`src/rtl/fp16_pkg.sv`:
```
// Shared FP16 constants and the round-robin pick used by the adder arbiter.
package fp16_pkg;

    localparam logic [15:0] FP16_QNAN = 16'h7FFF;
    localparam logic [15:0] FP16_PINF = 16'h7C00;
    localparam logic [15:0] FP16_NINF = 16'hFC00;
    localparam logic [15:0] FP16_ZERO = 16'h0000;

    // Returns {found, idx}; search starts at last+1 and wraps modulo n (n <= 8).
    function automatic logic [3:0] rr_pick(
        input logic [7:0] elig,
        input logic [2:0] last,
        input int         n
    );
        logic [3:0] r;
        int         idx;
        r = 4'b0;
        for (int k = 1; k <= 8; k++) begin
            idx = (int'(last) + k) % n;
            if (k <= n && !r[3] && elig[idx[2:0]]) begin
                r = {1'b1, idx[2:0]};
            end
        end
        return r;
    endfunction

endpackage

```
`src/rtl/fp16_adder.sv`:
```
// FP16 adder, round-to-nearest-even, one registered stage.
module fp16_adder
    import fp16_pkg::*;
(
    input  logic        clk,
    input  logic        rst,
    input  logic [15:0] a,
    input  logic [15:0] b,
    output logic [15:0] sum
);

    logic [15:0] res_d;
    logic        a_nan, b_nan, a_inf, b_inf, swap, stk, rnd;
    logic [15:0] l, s;
    logic [5:0]  el, es, d, e, exp_f;
    logic [13:0] ml, ms, shs, lost, n;
    logic [14:0] sm;
    logic [15:0] pk;

    always_comb begin
        a_nan = (&a[14:10]) && (|a[9:0]);
        b_nan = (&b[14:10]) && (|b[9:0]);
        a_inf = (&a[14:10]) && !(|a[9:0]);
        b_inf = (&b[14:10]) && !(|b[9:0]);
        swap  = b[14:0] > a[14:0];
        l     = swap ? b : a;
        s     = swap ? a : b;
        el    = (l[14:10] == 5'd0) ? 6'd1 : {1'b0, l[14:10]};
        es    = (s[14:10] == 5'd0) ? 6'd1 : {1'b0, s[14:10]};
        ml    = {|l[14:10], l[9:0], 3'b000};
        ms    = {|s[14:10], s[9:0], 3'b000};
        d     = el - es;
        lost  = 14'd0;
        if (d >= 6'd14) begin
            shs = 14'd0;
            stk = |ms;
        end else begin
            shs  = ms >> d;
            lost = ms << (6'd14 - d);
            stk  = |lost;
        end
        shs[0] = shs[0] | stk;
        if (l[15] == s[15]) sm = {1'b0, ml} + {1'b0, shs};
        else                sm = {1'b0, ml} - {1'b0, shs};
        e = el;
        n = sm[13:0];
        if (sm[14]) begin
            n = sm[14:1] | {13'd0, sm[0]};
            e = el + 6'd1;
        end else begin
            // Normalise left, but never below the subnormal exponent.
            for (int i = 0; i < 14; i++) begin
                if (!n[13] && e > 6'd1) begin
                    n = n << 1;
                    e = e - 6'd1;
                end
            end
        end
        exp_f = n[13] ? e : 6'd0;
        rnd   = n[2] & (n[1] | n[0] | n[3]);
        pk    = {exp_f, n[12:3]} + {15'd0, rnd};
        if (a_nan || b_nan)                       res_d = FP16_QNAN;
        else if (a_inf && b_inf && a[15] != b[15]) res_d = FP16_QNAN;
        else if (a_inf)                           res_d = a;
        else if (b_inf)                           res_d = b;
        else if (sm == 15'd0)
            res_d = (l[15] == s[15]) ? {l[15], 15'd0} : FP16_ZERO;
        else if (pk[15:10] >= 6'd31)
            res_d = l[15] ? FP16_NINF : FP16_PINF;
        else
            res_d = {l[15], pk[14:0]};
    end

    always_ff @(posedge clk or posedge rst) begin
        if (rst) sum <= FP16_ZERO;
        else     sum <= res_d;
    end

endmodule

```
`src/rtl/fp16_add_arbiter.sv`:
```
// Round-robin arbiter sharing one fp16_adder among N_REQ requesters.
// Define FP16_ARB_STATS_EN to add per-requester saturating grant counters.
module fp16_add_arbiter
    import fp16_pkg::*;
#(
    parameter int N_REQ = 4,
    parameter int IDX_W = 2
) (
    input  logic                  clk,
    input  logic                  rst_n,
    input  logic [N_REQ-1:0]      req_valid,
    output logic [N_REQ-1:0]      req_ready,
    input  logic [16*N_REQ-1:0]   req_a,
    input  logic [16*N_REQ-1:0]   req_b,
    output logic [N_REQ-1:0]      rsp_valid,
    input  logic [N_REQ-1:0]      rsp_ready,
    output logic [16*N_REQ-1:0]   rsp_data,
`ifdef FP16_ARB_STATS_EN
    output logic [16*N_REQ-1:0]   gnt_cnt,
`endif
    output logic                  busy
);

    logic [IDX_W-1:0]    last_q, last_d, inflight_id_q, inflight_id_d, gnt_id;
    logic                inflight_vld_q, inflight_vld_d, gnt_vld;
    logic [N_REQ-1:0]    rsp_valid_q, rsp_valid_d, free, elig;
    logic [16*N_REQ-1:0] rsp_data_q, rsp_data_d;
    logic [3:0]          pick;
    logic [15:0]         add_a, add_b, add_sum;

    fp16_adder u_add (
        .clk (clk),
        .rst (~rst_n),
        .a   (add_a),
        .b   (add_b),
        .sum (add_sum)
    );

    always_comb begin
        free = ~rsp_valid_q;
        if (inflight_vld_q) free[inflight_id_q] = 1'b0;
        elig    = req_valid & free;
        pick    = rr_pick(8'(elig), 3'(last_q), N_REQ);
        gnt_vld = pick[3] & rst_n;
        gnt_id  = IDX_W'(pick[2:0]);
        req_ready = '0;
        add_a     = FP16_ZERO;
        add_b     = FP16_ZERO;
        if (gnt_vld) begin
            req_ready[gnt_id] = 1'b1;
            add_a = req_a[16*gnt_id +: 16];
            add_b = req_b[16*gnt_id +: 16];
        end
        // A grant always handshakes: ready is only raised for a valid requester.
        inflight_vld_d = gnt_vld;
        inflight_id_d  = gnt_vld ? gnt_id : inflight_id_q;
        last_d         = gnt_vld ? gnt_id : last_q;
        rsp_valid_d    = rsp_valid_q & ~rsp_ready;
        rsp_data_d     = rsp_data_q;
        if (inflight_vld_q) begin
            rsp_valid_d[inflight_id_q]          = 1'b1;
            rsp_data_d[16*inflight_id_q +: 16]  = add_sum;
        end
    end

    always_ff @(posedge clk or negedge rst_n) begin
        if (!rst_n) begin
            last_q         <= IDX_W'(N_REQ - 1);
            inflight_vld_q <= 1'b0;
            inflight_id_q  <= '0;
            rsp_valid_q    <= '0;
            rsp_data_q     <= '0;
        end else begin
            last_q         <= last_d;
            inflight_vld_q <= inflight_vld_d;
            inflight_id_q  <= inflight_id_d;
            rsp_valid_q    <= rsp_valid_d;
            rsp_data_q     <= rsp_data_d;
        end
    end

    assign rsp_valid = rsp_valid_q;
    assign rsp_data  = rsp_data_q;
    assign busy      = inflight_vld_q | (|rsp_valid_q);

`ifdef FP16_ARB_STATS_EN
    logic [16*N_REQ-1:0] cnt_q, cnt_d;

    always_comb begin
        cnt_d = cnt_q;
        for (int i = 0; i < N_REQ; i++) begin
            if (gnt_vld && gnt_id == IDX_W'(i) && cnt_q[16*i +: 16] != 16'hFFFF)
                cnt_d[16*i +: 16] = cnt_q[16*i +: 16] + 16'd1;
        end
    end

    always_ff @(posedge clk or negedge rst_n) begin
        if (!rst_n) cnt_q <= '0;
        else        cnt_q <= cnt_d;
    end

    assign gnt_cnt = cnt_q;
`endif

endmodule

```
`config.mk`:
```
export PLATFORM = sky130hd
export DESIGN_NAME = fp16_add_arbiter
export DESIGN_NICKNAME = d
export VERILOG_FILES = /design/src/rtl/fp16_pkg.sv /design/src/rtl/fp16_adder.sv /design/src/rtl/fp16_add_arbiter.sv
export SDC_FILE = /design/constraint.sdc
export NUM_CORES = 1
export LEC_CHECK = 0
export CAP_MARGIN = 15
export CORE_MARGIN = 5
export CORE_UTILIZATION = 30
export CTS_BUF_LIST = sky130_fd_sc_hd__clkbuf_16
export CTS_CLUSTER_SIZE = 16
export DETAILED_ROUTE_END_ITERATION = 6
export PLACE_DENSITY = 0.58
export SYNTH_ARGS = -nofsm -noshare
export SYNTH_HDL_FRONTEND = slang
export SYNTH_SLANG_ARGS = --single-unit
```
`constraint.sdc`:
```
create_clock -name clk -period 65.6 [get_ports clk]
set_clock_uncertainty 0.2 [all_clocks]
set_input_delay 13.12 -clock clk [delete_from_list [all_inputs] [get_ports clk]]
set_output_delay 13.12 -clock clk [all_outputs]
set_load 0.02 [all_outputs]
```
# After elaboration in Yosys (flattened, before gate mapping)
# Cells that the tools add are included.
[totals] regBits=89 latch_bits=0 mem_bits_rw=0 rom_bits=0 elab_cells=237 memories=0
[classes] n_addsub=25 multipliers=0 n_div=0 magnitude_cmp=25 n_eq_ne=2 n_shift=6 mux=94 bitwise_logic=18 reduce_logical=61
[op_table] operator="14-bit two-way mux" count=29
[op_table] operator="16-bit two-way mux" count=12
[op_table] operator="6-bit two-way mux" count=29
[op_table] operator="64-bit by 7-bit variable part select with 16-bit output" count=2
[op_table] operator="6-bit by 1-bit greater-than comparator with 1-bit output (second input constant)" count=14
[op_table] operator="6-bit by 1-bit subtractor with 6-bit output (second input constant)" count=14
[op_table] operator="64-bit bitwise mux" count=1
[op_table] operator="16-bit by 34-bit variable shift with 64-bit output (first input constant)" count=1
[op_table] operator="16-bit by 34-bit variable part select with 64-bit output" count=1
[op_table] operator="6-bit negation with 34-bit output" count=1
[op_table] operator="4-bit two-way mux" count=7
[op_table] operator="1-bit logical AND" count=25
[op_table] operator="10-bit OR reduction" count=2
[op_table] operator="1-bit logical NOT" count=19
[op_table] operator="16-bit by 1-bit adder with 16-bit output" count=1
[op_table] operator="3-bit by 4-bit < comparator with 1-bit output (second input constant)" count=4
[op_table] operator="14-bit by 14-bit adder with 15-bit output" count=1
[op_table] operator="15-bit greater-than comparator" count=1
[op_table] operator="15-bit logical NOT" count=1
[op_table] operator="15-bit two-way mux" count=1
[op_table] operator="15-bit OR reduction" count=1
[op_table] operator="14-bit by 14-bit subtractor with 15-bit output" count=1
[op_table] operator="14-bit by 1-bit bitwise OR with 14-bit output" count=1
[op_table] operator="14-bit OR reduction" count=1
[op_table] operator="29 further kinds" count=61

# Longest topological paths before layout
[depth] depth_word=101 depth_mapped=165

# Hierarchy
# A second synthesis with hierarchy kept.
[unflattened] hier_cells=2056 hier_area_um2=16129.2
[by_module_without_submodules] mod="fp16_adder" n_inst=1 cells_per_inst=1711 area_per_inst_um2=11931.4 seq_area_each_um2=400.4
[by_module_without_submodules] mod="fp16_add_arbiter" n_inst=1 cells_per_inst=345 area_per_inst_um2=4197.8 seq_area_each_um2=1829.3

# Worst setup path before layout
# OpenSTA, ideal clock, no wires.
[synth_timing] path_type="input-to-reg" start="input port req_valid[3]" end="register u_add.sum[14]" arrival_ps=44554 required_ps=65331 path_slack_ps=20777 path_stages=151 path_buffers=28 cell_sequence="and2b_1 > a31o_1 > o21ai_4 > buf_6 > buf_2 > buf_1 > mux2_2 > nor2_1 > ha_1 > nor2b_1 > nor3_1 > o211ai_1 > o2bb2ai_1 > nand2_1 > buf_1 > buf_1 > nor3_1 > a221o_1 > [115 not listed] > buf_2 > mux2_2 > ha_1 > or2_2 > o211ai_2 > o31ai_4 > buf_4 > xnor2_1 > clkinv_1 > ha_1 > o2111ai_2 > buf_4 > nand2_2 > a221oi_2 > nand4_2 > nor4b_4 > or3b_1 > nand3_1"
[synth_via] elab_chain_cells=94 elab_cells_between_ends=188 cone_classes="20 x add/sub; 17 x order compare; 2 x eq/ne; 4 x shift; 84 x mux; 7 x bitwise; 54 x reduce/logical"
[synth_rtl] item="start: declaration" line_no="fp16_add_arbiter.sv:11" text="input logic [N_REQ-1:0] req_valid,"
[synth_rtl] item="4-bit bitwise AND (*)" line_no="fp16_add_arbiter.sv:42" text="elig = req_valid & free;"
[synth_rtl] item="1-bit binary-select mux with 3-bit select" line_no="fp16_pkg.sv:20" text="if (k <= n && !r[3] && elig[idx[2:0]]) begin"
[synth_rtl] item="1-bit two-way mux (not written as such)" line_no="fp16_pkg.sv:20"
[synth_rtl] item="4-bit two-way mux" line_no="fp16_pkg.sv:20"
[synth_rtl] item="1-bit logical NOT" line_no="fp16_pkg.sv:20"
[synth_rtl] item="1-bit logical AND" line_no="fp16_pkg.sv:20"
[synth_rtl] item="4-bit two-way mux" line_no="fp16_pkg.sv:20"
[synth_rtl] item="1-bit logical NOT" line_no="fp16_pkg.sv:20"
[synth_rtl] item="[79 not listed]"
[synth_rtl] item="6-bit by 5-bit >= comparator with 1-bit output" line_no="fp16_adder.sv:68" text="else if (pk[15:10] >= 6'd31)"
[synth_rtl] item="16-bit two-way mux" line_no="fp16_adder.sv:68"
[synth_rtl] item="16-bit two-way mux" line_no="fp16_adder.sv:66" text="else if (sm == 15'd0)"
[synth_rtl] item="16-bit two-way mux" line_no="fp16_adder.sv:65" text="else if (b_inf) res_d = b;"
[synth_rtl] item="16-bit two-way mux" line_no="fp16_adder.sv:64" text="else if (a_inf) res_d = a;"
[synth_rtl] item="16-bit two-way mux" line_no="fp16_adder.sv:63" text="else if (a_inf && b_inf && a[15] != b[15]) res_d = FP16_QNAN;"
[synth_rtl] item="16-bit two-way mux (*)" line_no="fp16_adder.sv:62" text="if (a_nan || b_nan) res_d = FP16_QNAN;"
[synth_rtl] item="net u_add.res_d[14]" line_no="fp16_adder.sv:12" text="logic [15:0] res_d;"
[synth_rtl] item="end signal: assignment" line_no="fp16_adder.sv:76" text="else sum <= res_d;"
[synth_rtl] item="end: declaration" line_no="fp16_adder.sv:9" text="output logic [15:0] sum"
# The timed path passes the listed nets; every way through them passes the cells marked *. The select of a mux whose other input is x is not followed.
# A chain may end at the register's enable or synchronous reset.

# Worst setup path in the final report
[layout_timing] start="input port req_valid[1]" end="register u_add.sum[3]"
# The elaborated chain is that of the path after synthesis.

==> results.tsv <==
metric	value	unit
status	complete, no violations	
gp_congestion	0.965	
clockBufferDepth	2	
pre_cts_ws	14140	ps
relSlewSlack	30.6	%
ff2ff_setup_slack	25990	ps
cts_inserted_buffers	9	
hp-start	rsp_data[31]	
die_w	243	um
maxSlewViolCount	0	
wl_per_cell	20.5	um
rsz0062_at_grt	false	
grt_util_all_layers	19.2	%
drt-pass1-iter-count	6	
hold_viol_final	0	
first_global_vias	16700	
initial_core_util	30.3	%
start_kind	input pin	
yosysSeqAreaShare	13.7	%
cp_slowest_stage_delay	890	ps
synth_ff_type	dfrtp_1	
min_path_type	flop to flop	
reg2reg_depth	130	
vias_per_cell	5.97	
cts-resized-gates	0	
grt_max_degree	59	
antenna_left	0	
setup_viol	0	
worstSetupPathType	input pin to flop	
drive_gt1_share	9.93	%
synth_top_cell_by_area	dfrtp_1	
synthArstFlopShare	100	%
ys_warn_count	0	
route.detailed.drc	0	
ys_types	142	
dp_hpwl	48.4	mm
fin_crit_sh	78.9	%
pin_count	211	
via_count	17700	
synth_top_area_share	13.4	%
die_y	243	um
post-cts-setup-buffers	0	
cp.required	65620	ps
clk_latency	330	ps
synth_area	0.0163	mm^2
hold_depth	1	
worst_slack	13820	ps
cts-htree-levels	3	
synth_area_per_cell	7.58	um^2
max_freq	19.3	MHz
rows	85	
synthToLayoutAreaGrowth	18.0	%
synth_fp_nets	2365	
finalWirelength	60.8	mm
ys_ff_latch	89	
utilization	35.7	%
synthTopCellsByCount	nand2_1, nor2_1, mux2i_1, a21oi_1, o21ai_0	
dieArea	0.0590	mm^2
fin_cells	2962	
clk_pin_slew_worst_paths	60	ps
crit_path_frequent_cell	ha_1	
synth_most_common_cell	nand2_1	
critPathSlowestCell	o31ai_4	
r2r_start	inflight_id_q[0]	
drt_iter0_markers	1662	
synth_edf_count	0	
crit_arrival	51790	ps
crit_fanout	41	
syn_inst	2144	
antenna_found_initial	0	
min_period	51780	ps
worst_slew_pin_slew	1040	ps
maxCapViolations	0	
crit_path_end_kind	flop	
reg2reg_to	u_add.sum[3]	
fin_setup_tns	0	ps
placed_cells	2947	
hold_path_end	rsp_data[31]	
coreArea	0.0537	mm^2
grt_overflow	0	
grt_pass1_wl	95.3	mm
cts_hold_buf	0	
cts_sinks	89	
cts_tree	done	
portBuffers	210	
final_nets	2484	
diodes	0	
root_buffer	clkbuf_16	
synth_area_leaders	dfrtp_1, mux2i_1, ha_1	
worst max-delay path, delay by kind of cell:
kind | cells | cell delay [ps]
AND/OR/NAND/NOR | 38 | 9490
adder cells (fa/ha/maj) | 16 | 5090
multiplexers | 6 | 2470
buffers and inverters | 15 | 3880
AO/OA/AOI/OAI | 48 | 16130
XOR/XNOR | 6 | 1510
cell usage in the layout, fill, tap and decap left out, types with 21 or more instances in the layout:
| cell type | netlist | layout |
|---|---|---|
| a22o_1 | 66 | 66 |
| nor2_1 | 183 | 183 |
| o211ai_1 | 33 | 33 |
| a31oi_1 | 31 | 31 |
| a21o_1 | 26 | 26 |
| a21oi_1 | 143 | 142 |
| mux2_2 | 37 | 37 |
| and2_1 | 23 | 23 |
| nand4_1 | 29 | 29 |
| xnor2_1 | 36 | 36 |
| mux2i_1 | 148 | 148 |
| nand3_1 | 66 | 66 |
| dfrtp_1 | 87 | 87 |
| nand2_1 | 198 | 198 |
| ha_1 | 81 | 81 |
| o22ai_1 | 22 | 22 |
| a211oi_1 | 26 | 26 |
| o21ai_1 | 23 | 23 |
| nor3_1 | 80 | 80 |
| o21ai_0 | 106 | 106 |
| clkdlybuf4s50_1 | 0 | 209 |
| and3_1 | 21 | 21 |
| inv_1 | 79 | 80 |
state kept, by name, summed over array words and instances, names as in the netlist:
name            count
inflight_id_q       2
u_add.sum          16
rsp_valid           4
rsp_data           64
last_q              2
inflight_vld_q      1
worst max path at each step:
stage            startpoint            end  slack (ps)  cells past startpoint
2_1_floorplan  req_valid[3]  u_add.sum[14]       20780                    151
3_3_place_gp   req_valid[3]   u_add.sum[7]       15300                    127
3_5_place_dp   req_valid[1]   u_add.sum[7]       14140                    128
4_1_cts        req_valid[1]   u_add.sum[3]       14380                    128
5_1_grt        req_valid[1]   u_add.sum[3]       10780                    129
6_report       req_valid[1]   u_add.sum[3]       13820                    129
final cells by class:
type | instances | area [um^2]
well taps | 696 | 871
multi-input cells | 1843 | 13200
clock inverters | 5 | 73.8
flip-flops and latches | 89 | 2230
clock buffers | 9 | 225
inverters | 93 | 349
fillers | 5555 | 34500
repair buffers | 227 | 2220
logic make-up (layout without fill, tap and decap cells):
family,after synthesis,count (layout),synth area share (%)
AO/OA/AOI/OAI,766,766,35.8
XOR/XNOR,56,56,3.06
adder cells (fa/ha/maj),83,83,6.48
buffers and inverters,212,334,5.50
flip-flops,89,89,13.7
multiplexers,189,189,12.1
AND/OR/NAND/NOR,749,749,23.3
through the flow:
step,cell area (um^2),hold slack [ps]
detailed placement,18900,294
global route,19200,319
finish,19200,303
global placement,18900,288
floorplan,16300,311
CTS,19200,306
per-layer routing:
layer | global-route usage (%) | vias to the layer above | part of all wire, %
li1 | - | 8428 | -
met1 | 28.1 | 8535 | 48
met2 | 31.4 | 663 | 45
met3 | 1.96 | 46 | 5.9
met4 | 2.44 | 0 | 1.1
met5 | 0 | - | 0
Power is left out: the tool's default activity adds up to more than one toggle a clock period on the data nets, which glitch-free logic cannot reach.
